### src/rtl/vend_pkg.sv
// vend_pkg: shared types and constants for the vending transaction controller.
//   vend_state_t   : top-level FSM states
//   COIN_SEL_*     : coin_sel encodings driven to the change hopper
//   COIN_*         : coin values in cents
//   DEF_*          : default parameter values (prices, widths, timeout)
package vend_pkg;

  typedef enum logic [2:0] {
    ST_IDLE,
    ST_CHECK,
    ST_VEND,
    ST_CHANGE,
    ST_CLEAR
  } vend_state_t;

  localparam logic [1:0] COIN_SEL_NONE = 2'b00;
  localparam logic [1:0] COIN_SEL_5    = 2'b01;
  localparam logic [1:0] COIN_SEL_10   = 2'b10;
  localparam logic [1:0] COIN_SEL_25   = 2'b11;

  localparam int unsigned COIN_5  = 5;
  localparam int unsigned COIN_10 = 10;
  localparam int unsigned COIN_25 = 25;

  localparam int unsigned DEF_CREDIT_W     = 7;
  localparam int unsigned DEF_PRICE_0      = 50;
  localparam int unsigned DEF_PRICE_1      = 65;
  localparam int unsigned DEF_PRICE_2      = 75;
  localparam int unsigned DEF_PRICE_3      = 100;
  localparam int unsigned DEF_VEND_TIMEOUT = 255;

endpackage

### src/rtl/vend_sequencer_change_dispenser.sv
// change_dispenser: pays out a change amount one coin at a time, greedy
// largest-coin-first, through a req/ack handshake with the coin hopper.
//   i_clk, i_rst_n  : clock, asynchronous active-low reset
//   i_load          : load i_load_val into the remaining-change register
//   i_load_val      : change amount in cents
//   i_start         : high while the owner is in its change-paying state
//   i_coin_ack      : one-cycle pulse, requested coin ejected
//   o_coin_req      : coin request to hopper
//   o_coin_sel      : coin type (stable while o_coin_req is high)
//   o_done          : remaining change below the smallest coin
module change_dispenser
  import vend_pkg::*;
#(
  parameter int unsigned CREDIT_W = DEF_CREDIT_W
) (
  input  logic                i_clk,
  input  logic                i_rst_n,
  input  logic                i_load,
  input  logic [CREDIT_W-1:0] i_load_val,
  input  logic                i_start,
  input  logic                i_coin_ack,
  output logic                o_coin_req,
  output logic [1:0]          o_coin_sel,
  output logic                o_done
);

  logic [CREDIT_W-1:0] r_change;
  logic                r_gap;      // forces one idle cycle after each ack
  logic [CREDIT_W-1:0] w_coin_val;

  always_comb begin
    o_coin_req = 1'b0;
    o_coin_sel = COIN_SEL_NONE;
    o_done     = 1'b0;
    w_coin_val = '0;
    if (i_start) begin
      if (r_change < CREDIT_W'(COIN_5)) begin
        o_done = 1'b1;
      end else if (!r_gap) begin
        o_coin_req = 1'b1;
        if (r_change >= CREDIT_W'(COIN_25)) begin
          o_coin_sel = COIN_SEL_25;
          w_coin_val = CREDIT_W'(COIN_25);
        end else if (r_change >= CREDIT_W'(COIN_10)) begin
          o_coin_sel = COIN_SEL_10;
          w_coin_val = CREDIT_W'(COIN_10);
        end else begin
          o_coin_sel = COIN_SEL_5;
          w_coin_val = CREDIT_W'(COIN_5);
        end
      end
    end
  end

  always_ff @(posedge i_clk or negedge i_rst_n) begin
    if (!i_rst_n) begin
      r_change <= '0;
      r_gap    <= 1'b0;
    end else if (i_load) begin
      r_change <= i_load_val;
      r_gap    <= 1'b0;
    end else begin
      r_gap <= 1'b0;
      if (o_coin_req && i_coin_ack) begin
        r_change <= r_change - w_coin_val;
        r_gap    <= 1'b1;
      end
    end
  end

endmodule

### src/rtl/vend_sequencer.sv
// vend_sequencer: vending machine transaction controller.
//   clk, reset_n   : clock, asynchronous active-low reset
//   credit         : running credit from the coin accumulator
//   select         : item buttons, lowest set index wins
//   vend_req/item  : dispense request and item index to motor driver
//   vend_ack       : one-cycle pulse, item dropped
//   coin_req/sel   : change-coin request and coin type to hopper
//   coin_ack       : one-cycle pulse, coin ejected
//   clear_credit   : one-cycle pulse zeroing the accumulator
//   busy           : transaction in progress
//   deny           : one-cycle pulse, insufficient credit
//   fault          : one-cycle pulse, vend timeout (full refund follows)
module vend_sequencer
  import vend_pkg::*;
#(
  parameter int unsigned CREDIT_W     = DEF_CREDIT_W,
  parameter int unsigned PRICE_0      = DEF_PRICE_0,
  parameter int unsigned PRICE_1      = DEF_PRICE_1,
  parameter int unsigned PRICE_2      = DEF_PRICE_2,
  parameter int unsigned PRICE_3      = DEF_PRICE_3,
  parameter int unsigned VEND_TIMEOUT = DEF_VEND_TIMEOUT
) (
  input  logic                clk,
  input  logic                reset_n,
  input  logic [CREDIT_W-1:0] credit,
  input  logic [3:0]          select,
  output logic                vend_req,
  output logic [1:0]          vend_item,
  input  logic                vend_ack,
  output logic                coin_req,
  output logic [1:0]          coin_sel,
  input  logic                coin_ack,
  output logic                clear_credit,
  output logic                busy,
  output logic                deny,
  output logic                fault
);

  localparam int unsigned TMR_W = $clog2(VEND_TIMEOUT + 1);

  vend_state_t         r_state, w_next;
  logic [1:0]          r_item;
  logic [CREDIT_W-1:0] r_snap;
  logic [TMR_W-1:0]    r_timer;

  logic [1:0]          w_sel_idx;
  logic [CREDIT_W-1:0] w_price;
  logic                w_load;
  logic [CREDIT_W-1:0] w_load_val;
  logic                w_active;
  logic                w_done;

  always_comb begin
    w_sel_idx = 2'd0;
    if      (select[0]) w_sel_idx = 2'd0;
    else if (select[1]) w_sel_idx = 2'd1;
    else if (select[2]) w_sel_idx = 2'd2;
    else if (select[3]) w_sel_idx = 2'd3;
  end

  always_comb begin
    case (r_item)
      2'd0:    w_price = CREDIT_W'(PRICE_0);
      2'd1:    w_price = CREDIT_W'(PRICE_1);
      2'd2:    w_price = CREDIT_W'(PRICE_2);
      default: w_price = CREDIT_W'(PRICE_3);
    endcase
  end

  always_ff @(posedge clk or negedge reset_n) begin
    if (!reset_n) begin
      r_state <= ST_IDLE;
      r_item  <= '0;
      r_snap  <= '0;
      r_timer <= '0;
    end else begin
      r_state <= w_next;
      if (r_state == ST_IDLE && |select) begin
        r_item <= w_sel_idx;
        r_snap <= credit;
      end
      r_timer <= (r_state == ST_VEND) ? r_timer + 1'b1 : '0;
    end
  end

  always_comb begin
    w_next       = r_state;
    vend_req     = 1'b0;
    vend_item    = '0;
    clear_credit = 1'b0;
    deny         = 1'b0;
    fault        = 1'b0;
    w_load       = 1'b0;
    w_load_val   = '0;
    w_active     = 1'b0;
    busy         = (r_state != ST_IDLE);
    case (r_state)
      ST_IDLE: begin
        if (|select) w_next = ST_CHECK;
      end
      ST_CHECK: begin
        if (r_snap >= w_price) begin
          w_load     = 1'b1;
          w_load_val = r_snap - w_price;
          w_next     = ST_VEND;
        end else begin
          deny   = 1'b1;
          w_next = ST_IDLE;
        end
      end
      ST_VEND: begin
        vend_req  = 1'b1;
        vend_item = r_item;
        // ack takes precedence over a timeout landing in the same cycle
        if (vend_ack) begin
          w_next = ST_CHANGE;
        end else if (r_timer == TMR_W'(VEND_TIMEOUT - 1)) begin
          fault      = 1'b1;
          w_load     = 1'b1;
          w_load_val = r_snap;
          w_next     = ST_CHANGE;
        end
      end
      ST_CHANGE: begin
        w_active = 1'b1;
        if (w_done) w_next = ST_CLEAR;
      end
      ST_CLEAR: begin
        clear_credit = 1'b1;
        w_next       = ST_IDLE;
      end
      default: w_next = ST_IDLE;
    endcase
  end

  change_dispenser #(
    .CREDIT_W (CREDIT_W)
  ) u_change (
    .i_clk      (clk),
    .i_rst_n    (reset_n),
    .i_load     (w_load),
    .i_load_val (w_load_val),
    .i_start    (w_active),
    .i_coin_ack (coin_ack),
    .o_coin_req (coin_req),
    .o_coin_sel (coin_sel),
    .o_done     (w_done)
  );

endmodule

### config.mk
export PLATFORM = sky130hd
export DESIGN_NAME = vend_sequencer
export DESIGN_NICKNAME = d
export VERILOG_FILES = /design/src/rtl/vend_pkg.sv /design/src/rtl/vend_sequencer_change_dispenser.sv /design/src/rtl/vend_sequencer.sv
export SDC_FILE = /design/constraint.sdc
export NUM_CORES = 1
export LEC_CHECK = 0
export CORE_MARGIN = 1
export CORE_UTILIZATION = 40
export DETAILED_ROUTE_END_ITERATION = 10
export HOLD_SLACK_MARGIN = 0.03
export PLACE_DENSITY = 0.7
export SLEW_MARGIN = 30
export SYNTH_ARGS = -nofsm -noshare
export SYNTH_HDL_FRONTEND = slang
export SYNTH_SLANG_ARGS = --single-unit
### constraint.sdc
create_clock -name clk -period 3.3 [get_ports clk]
set_input_delay 0.99 -clock clk [delete_from_list [all_inputs] [get_ports clk]]
set_output_delay 0.99 -clock clk [all_outputs]
set_load 0.05 [all_outputs]
======== Word-level counts from Yosys, hierarchy flattened ========
Cells that the tools add are included.
storage, ports and cells
  register bits after elaboration ......... 28
  output and inout bits ................... 10
cells by class
  $add $sub $neg .......................... 3
  magnitude comparators ................... 4
  equal/unequal tests ..................... 10
  multiplexer cells ....................... 46
  reduce and logical (&&, ||, !) cells .... 8
operators by type and width
  kind                                                                                  number
  7-bit 2-to-1 mux                                                                      9
  2-bit 2-to-1 mux                                                                      11
  7-bit one-hot mux with 3 select lines                                                 1
  1-bit 2-to-1 mux                                                                      16
  7-bit one-hot mux with 2 select lines                                                 1
  7-bit subtractor                                                                      2
  3-bit 2-to-1 mux                                                                      4
  3-bit one-hot mux with 4 select lines                                                 1
  8-bit by 1-bit adder with 8-bit output (second input constant)                        1
  8-bit == test (second input constant)                                                 1
  8-bit 2-to-1 mux                                                                      1
  7-bit by 4-bit greater-or-equal comparator with 1-bit output (second input constant)  1
  7-bit by 5-bit greater-or-equal comparator with 1-bit output (second input constant)  1
  7-bit greater-or-equal comparator                                                     1
  7-bit by 3-bit < comparator with 1-bit output (second input constant)                 1
  3-bit by 2-bit == test with 1-bit output (second input constant)                      2
  4-bit 2-to-1 mux                                                                      1
  2-bit by 1-bit inequality test with 1-bit output (second input constant)              2
  4-bit OR reduction                                                                    1
  3-bit by 1-bit == test with 1-bit output (second input constant)                      1
  3-bit == test (second input constant)                                                 1
  3-bit zero test                                                                       1
  3-bit by 2-bit inequality test with 1-bit output (second input constant)              1
  3-bit AND reduction                                                                   1
  7 further kinds                                                                       8

======== Logic depth before layout (Yosys ltp) ========
Gate-level depths: netlist of the first run.
  depth in word-level cells ............... 9
  depth in mapped cells ................... 14
  gate-level depth less buffers ........... 14

======== By module ========
Synthesis of the first run repeated with hierarchy kept, for this count alone.
second synthesis, totals
  cells, all modules ...................... 240
  area total of the unflattened synthesis .. 2182.1 um^2
by module, submodules not included
  module            times used  cells an instance  area an instance (um^2)  sequential area each (um^2)
  vend_sequencer    1           163                1525.2                   500.5
  change_dispenser  1           77                 656.9                    200.2

======== Worst setup path before layout of the first run ========
OpenSTA, ideal clock, no wires.
  kind .................................... register -> output
  from .................................... reg r_item[0]
  to ...................................... out deny
  arrival ................................. 3123 ps
  setup slack ............................. -813 ps
  stages on the path, launching flop included .. 8
  path buffers ............................ 0
  cells stage by stage .................... dfrtp_1 inv_1 ha_1 ha_1 nand2b_1 a31oi_1 o21bai_1 nor4b_1
on the way
  cells in the longest elaborated chain, start to end .. 5
  elaborated cells on any way between the ends .. 7
RTL lines
  element                                  RTL line               RTL
  start, declared                          vend_sequencer.sv:42   logic [1:0] r_item;
  start signal, assigned                   vend_sequencer.sv:79   r_item <= w_sel_idx;
  2-bit == test (tied with other cells)    vend_sequencer.sv:62   case (r_item)
  7-bit one-hot mux with 3 select lines *  vend_sequencer.sv:62
  7-bit greater-or-equal comparator *      vend_sequencer.sv:102  if (r_snap >= w_price) begin
  1-bit 2-to-1 mux *                       vend_sequencer.sv:102
  1-bit 2-to-1 mux *                       vend_sequencer.sv:97   case (r_state)
  end, declared                            vend_sequencer.sv:35   output logic deny,
Mark *: on every way between the ends. The rest lies on a longest branch, timed or not.

======== Worst setup path after layout of the first run ========
  from .................................... reg r_item[1]
  to ...................................... out deny
The elaborated chain is that of the path after synthesis.

==> flow_summary_export.csv, run 1 <==
group,metric,value,unit
sta,fin_tns_setup,0,ps
sta,finalMaxSlewViolations,0,
floorplanning,fp.dieH,71.3,um
run,drv_cap,0,
global_route,grt_pass1_wl,7.29,mm
global_route,antenna_found_initial,0,
sta,maxClockFrequency,310,MHz
placed_design,place_congestion,0.875,
placed_design,portBuffers,24,
routing,dr.pass1.iters,7,
sta,setup_viol_count_final,0,
floorplanning,initial_core_util,0.430,
setup_path,worst-endpoint-required,2310,ps
clocking,path_clk_slew,100,ps
yosys,yosys_warnings,0,
placed_design,hpwl,3.17,mm
setup_path,cp_slowest_cell,"dfrtp_1",
clocking,clk_latency,280,ps
routing,via_per_inst,5.47,
cells_and_area,area_growth,28.5,%
power_and_ir_drop,peakVddDrop,514,uV
yosys,yosysUniqueCellTypes,46,
clocking,h-tree-depth,1,
setup_path,critPathKind,"flip-flop to output port",
global_route,track_usage,0.181,
routing,drt-total-wl,4.23,mm
setup_path,worstSetupEndpointType,"output port",
clocking,cts_tree,"yes",
sta,rsz0062_at_grt,"false",
sta,hold_viol_final,0,
yosys,netlist_area,1920,sq um
cells_and_area,fill_cells,396,
routing,drcViolationCount,2,
floorplanning,rows,24,
sta,slew_headroom,0.661,
cells_and_area,layout-drive-gt1-share,0.139,
yosys,synth_cells,213,
status,status,"complete, but fails checks",
global_route,grt_pass1_vias,1593,
cells_and_area,mostFrequentLayoutCells,"dfrtp_1, nor2_1, nand2_1",
yosys,ys_seq_elements,28,
sta,fin_crit_sh,0.976,
yosys,synth.avg_cell_area,9.03,sq um
cells_and_area,antenna_cells,0,
yosys,syn_nets,247,
routing,drt-initial-drc-count,102,
min_path,worstHoldPathType,"flip-flop to flip-flop",
setup_path,path_cells,"buf_4, ha_1, inv_1, ha_4, a21o_1, a31oi_4, o21bai_4, nor4b_4, buf_12",
sta,fin_crit,3220,ps
clocking,cts_buffer_depth,2,
clocking,clock-sinks,28,
sta,tightest_slew,504,ps
clocking,clock-root-buffer,"clkbuf_8",
cells_and_area,finish.utilization,0.552,
setup_path,cp_slowest_stage_delay,390,ps
floorplanning,die_x,71.3,um
routing,routedWlPerCell,14.3,um
yosys,ys_seq_area_frac,0.364,
floorplanning,io_pins,25,
global_route,grt_max_degree,29,
setup_path,worstPathArrival,2230,ps
floorplanning,core-area,4470,sq um
routing,vias,1619,
floorplanning,die_area,5090,sq um
power_and_ir_drop,p_per_area,1170,nW/um^2
clocking,cts_buffers,3,
setup_path,worstPathMaxFanout,6,
power_and_ir_drop,leakage,0.00108,uW
setup_path,startpoint_type,"flip-flop",
cells_and_area,nNetsFinal,279,
status,violations,"DRC",
routing,ant_nets,0,
sta,clock_skew,4.46,ps
cells_and_area,final_common_cell,"dfrtp_1",
setup_path,rrSetupSlack,210,ps
global_route,gr-total-overflow,0,
## power by group
part	leakage, uW	internal, uW	total [uW]	switching [uW]
clock	0.0000357	163	272	109
sequential	0.000355	472	625	153
combinational	0.000689	934	2000	1070
## critical path, delay by kind of cell, from the launching register on
kind	cells	cell delay (ps)
compound gates	3	500
fa+ha+maj	2	400
buf+inv	3	400
flops	1	390
simple gates	1	270
## path summary, 6_finish.rpt
| path | depth (start not counted) | from | to |
|---|---|---|---|
| setup reg to reg | 14 | u_change.r_change[3] | u_change.r_change[6] |
| setup / recovery | 9 | r_item[1] | deny |
| max in group asynchronous | 2 | reset_n | r_snap[5] |
| hold / removal | 1 | r_timer[0] | r_timer[0] |
| hold reg to reg | 1 | r_timer[0] | r_timer[0] |
| min in group asynchronous | 2 | reset_n | r_state[0] |
## cell families (layout without fill, tap and decap cells)
family,Yosys count,count (layout),synth area share
xor gates and xnor gates,12,12,0.0547
DFF,28,28,0.364
AOI/OAI and AO/OA,58,58,0.204
and+or+nand+nor,73,73,0.181
muxes,5,5,0.0293
buffers and inverters,18,49,0.0358
adders and majority gates,19,19,0.131
## synth_stat cells, drive strengths merged
| master | instances | area (sq um) |
|---|---|---|
| nor3b | 2 | 15.0 |
| nand4 | 1 | 6.26 |
| a21o | 2 | 15.0 |
| fa | 2 | 40.0 |
| and2 | 2 | 12.5 |
| o21a | 2 | 15.0 |
| nand2 | 21 | 78.8 |
| o211ai | 1 | 7.51 |
| a221o | 2 | 20.0 |
| nand3 | 5 | 25.0 |
| o22a | 1 | 8.76 |
| dfrtp | 28 | 701 |
| nor3 | 2 | 10.0 |
| nor2b | 3 | 18.8 |
| nor2 | 23 | 88.8 |
| a211oi | 2 | 15.0 |
| a22oi | 4 | 30.0 |
| clkbuf | 2 | 7.51 |
| xor2 | 7 | 61.3 |
| o21bai | 2 | 15.0 |
| a2111oi | 1 | 15.0 |
| o311ai | 1 | 8.76 |
| and3 | 1 | 6.26 |
| a21oi | 13 | 68.8 |
| buf | 1 | 5.00 |
| inv | 15 | 56.3 |
| nor4 | 3 | 18.8 |
| a31oi | 1 | 6.26 |
| xnor2 | 5 | 43.8 |
| mux2 | 5 | 56.3 |
| a2bb2oi | 2 | 17.5 |
| or3 | 3 | 18.8 |
| nand2b | 4 | 25.0 |
| nor4b | 1 | 8.76 |
| a22o | 1 | 8.76 |
| nand3b | 2 | 15.0 |
| o311a | 1 | 10.0 |
| ha | 17 | 213 |
| a311oi | 1 | 8.76 |
| a211o | 2 | 26.3 |
| o21ai | 19 | 95.1 |
## metrics by stage
| stage | hold slack [ps] | power, uW | std cells | worst slack (ps) | instance area [sq um] |
|---|---|---|---|---|---|
| after floorplan | 455 | 1890 | 213 | -123 | 1940 |
| after global placement | 472 | 2300 | 291 | 267 | 2290 |
| after detailed placement | 488 | 2320 | 291 | 188 | 2290 |
| after CTS | 501 | 2830 | 296 | 4.21 | 2450 |
| after global routing | 540 | 3130 | 296 | 9.45 | 2470 |
| final | 502 | 2900 | 296 | 77.9 | 2470 |
## cell type report
cell class | instances | area, sq um | area share
timing repair buffer | 30 | 303 | 0.123
clock buffer | 3 | 41.3 | 0.0167
tap | 52 | 65.1 | 0.0263
clock inverter | 1 | 30.0 | 0.0122
inverter | 15 | 56.3 | 0.0228
multi-input combinational | 167 | 1270 | 0.516
sequential | 28 | 701 | 0.284
## routing by layer
layer,vias up,part of all wire,track usage
met4,0,0.013,0.0578
met5,-,0,0
met1,754,0.46,0.227
met3,6,0.033,0.0225
li1,829,-,-
met2,30,0.50,0.324
## flip-flops by register name, indices dropped and copies added (netlist names)
signal and cells:
r_item 2, r_snap 7, r_state 3, r_timer 8, u_change.r_change 7, u_change.r_gap 1
## timing repair
action / in CTS / in global routing
hold buffers: 0 / 0
setup buffers: 1 / 0
resized for setup: 10 / 6
pin swaps: 3 / 1
setup endpoints to repair: 1 / 2
cloned: 0 / 0
Note: power is estimated with default switching activity, not from simulation.
==> run 2: changes to the inputs <==
--- a/config.mk
+++ b/config.mk
@@ -10,6 +10,7 @@
 export DETAILED_ROUTE_END_ITERATION = 10
 export HOLD_SLACK_MARGIN = 0.03
 export PLACE_DENSITY = 0.7
+export SETUP_SLACK_MARGIN = 0.3
 export SLEW_MARGIN = 30
 export SYNTH_ARGS = -nofsm -noshare
 export SYNTH_HDL_FRONTEND = slang
==> flow_summary_export.csv, run 2 (synthesized netlist as in run 1, its figures left out) <==
group,metric,value,unit
status,status,"complete, but fails checks",
status,violations,"DRC",
floorplanning,die_area,5090,sq um
cells_and_area,final_cell_count_no_fill,301,
sta,clock_skew,8.29,ps
cells_and_area,antenna_cells,0,
global_route,grt_pass1_wl,7.15,mm
cells_and_area,largest_register,"r_timer",
setup_path,worstSetupEndpointType,"output port",
power_and_ir_drop,power,3090,uW
cells_and_area,multi_input_area,1340,sq um
sta,timing.hold.ws,494,ps
setup_path,cp_num_buf_inv,3,
power_and_ir_drop,comb_power_share,0.702,
routing,drcViolationCount,1,
floorplanning,die_x,71.3,um
routing,via_per_inst,5.61,
setup_path,worstPathMaxFanout,4,
clocking,clock-root-buffer,"clkbuf_8",
sta,setup_viol_count_final,0,
global_route,grt_pass1_vias,1562,
power_and_ir_drop,clkPwrFrac,0.088,
sta,fin_crit,3170,ps
setup_path,startpoint_type,"flip-flop",
setup_path,cp_slowest_stage_delay,410,ps
routing,ant_nets,0,
power_and_ir_drop,peakVddDrop,629,uV
cells_and_area,area.sequential,702,sq um
clocking,cts_tree,"yes",
sta,fin_tns_setup,0,ps
setup_path,critPathKind,"flip-flop to output port",
global_route,antenna_found_initial,0,
sta,tightest_slew,496,ps
sta,slew_headroom,0.669,
setup_path,cp_slowest_cell,"dfrtp_1",
routing,vias,1690,
floorplanning,core-area,4470,sq um
setup_path,worst-endpoint-required,2310,ps
setup_path,crit_top_cell,"ha_4",
routing,drt-total-wl,4.36,mm
min_path,worstHoldPathType,"flip-flop to flip-flop",
clocking,cts_buffers,3,
routing,drt-initial-drc-count,63,
sta,fin_crit_sh,0.960,
clocking,cts_buffer_depth,2,
cells_and_area,layout-drive-gt1-share,0.217,
floorplanning,io_pins,25,
routing,routedWlPerCell,14.5,um
floorplanning,rows,24,
routing,dr.pass1.iters,7,
power_and_ir_drop,p_int,1680,uW
cells_and_area,area_growth,33.9,%
clocking,path_clk_slew,100,ps
floorplanning,fp.dieH,71.3,um
cells_and_area,nNetsFinal,284,
sta,maxClockFrequency,316,MHz
clocking,h-tree-depth,1,
sta,rsz0062_at_grt,"true",
setup_path,crit_family,"flip-flops",
placed_design,placed_cells,290,
run,drv_cap,0,
placed_design,place_congestion,0.810,
clocking,clk_latency,280,ps
global_route,gr-total-overflow,0,
setup_path,worstPathArrival,2180,ps
cells_and_area,fill_cells,382,
power_and_ir_drop,seqPwrFrac,0.210,
global_route,track_usage,0.177,
placed_design,portBuffers,24,
clocking,clock-sinks,28,
floorplanning,initial_core_util,0.430,
cells_and_area,largest_reg_flops,8,
sta,hold_viol_final,0,
power_and_ir_drop,total_switching_power,1410,uW
power_and_ir_drop,p_sw_frac,0.457,
sta,finalMaxSlewViolations,0,
global_route,grt_max_degree,29,
setup_path,path_cells,"inv_2, ha_4, buf_4, ha_4, a21oi_2, o21ai_1, o21bai_4, nor4b_4, buf_12",
power_and_ir_drop,p_per_area,1200,nW/um^2
placed_design,hpwl,3.25,mm
cells_and_area,top_regs,"r_timer x8, r_snap x7, u_change.r_change x7",
cells_and_area,final_common_cell,"dfrtp_1",
power_and_ir_drop,leakage,0.00110,uW
cells_and_area,mostFrequentLayoutCells,"dfrtp_1, nor2_1, nand2_1",
cells_and_area,finish.utilization,0.576,
## run 2: cell type report
cell class                 instances  share of cell area
clock inverter                     1              0.0117
timing repair buffer              35               0.129
sequential                        28               0.273
multi-input combinational        167               0.522
tap                               52              0.0253
inverter                          15              0.0233
clock buffer                       3              0.0160
## run 2: per-stage QoR
stage,setup slack (ps),area (sq um)
2_1_floorplan,293,2030
3_3_place_gp,283,2370
3_5_place_dp,255,2370
4_1_cts,169,2520
5_1_grt,71.6,2570
6_report,132,2570
## run 2: routing by layer
metal	share of wire	track usage	vias up
met2	0.50	0.296	31
met3	0.027	0.0169	5
met5	0	0	-
met1	0.46	0.253	817
li1	-	-	837
met4	0.0060	0.0333	0
## run 2: power by group through the flow
stage / registers [uW] / logic, uW / clock network (uW)
6_report: 647 / 2170 / 273
5_1_grt: 675 / 2360 / 285
4_1_cts: 634 / 2060 / 277
3_5_place_dp: 635 / 1880 / 0
3_3_place_gp: 633 / 1840 / 0
2_1_floorplan: 593 / 1470 / 0
## run 2: final timing paths
kind	startpoint	endpoint	slack (ps)	depth (start not counted)
worst max register to register	u_change.r_change[3]	u_change.r_change[6]	530	14
worst max-delay path	r_item[0]	deny	130	9
worst min register to register	r_timer[0]	r_timer[0]	490	1
max in group asynchronous	reset_n	r_state[2]	1940	2
min in group asynchronous	reset_n	r_timer[6]	1080	2
worst min-delay path	r_timer[0]	r_timer[0]	490	1
## run 2: timing repair
action                     CTS  global route
pin swaps                    5             7
buffers inserted             3             4
gates resized for setup     10            11
gates cloned                 0             0
hold buffers                 0             0
setup endpoints to repair    5             7
==> run 3: changes to the inputs <==
--- a/config.mk
+++ b/config.mk
@@ -5,7 +5,6 @@
 export SDC_FILE = /design/constraint.sdc
 export NUM_CORES = 1
 export LEC_CHECK = 0
-export CORE_MARGIN = 1
 export CORE_UTILIZATION = 40
 export DETAILED_ROUTE_END_ITERATION = 10
 export HOLD_SLACK_MARGIN = 0.03
==> results of run 3 <==
Same layout as run 2: the final DEF is identical, and so are final timing and power.
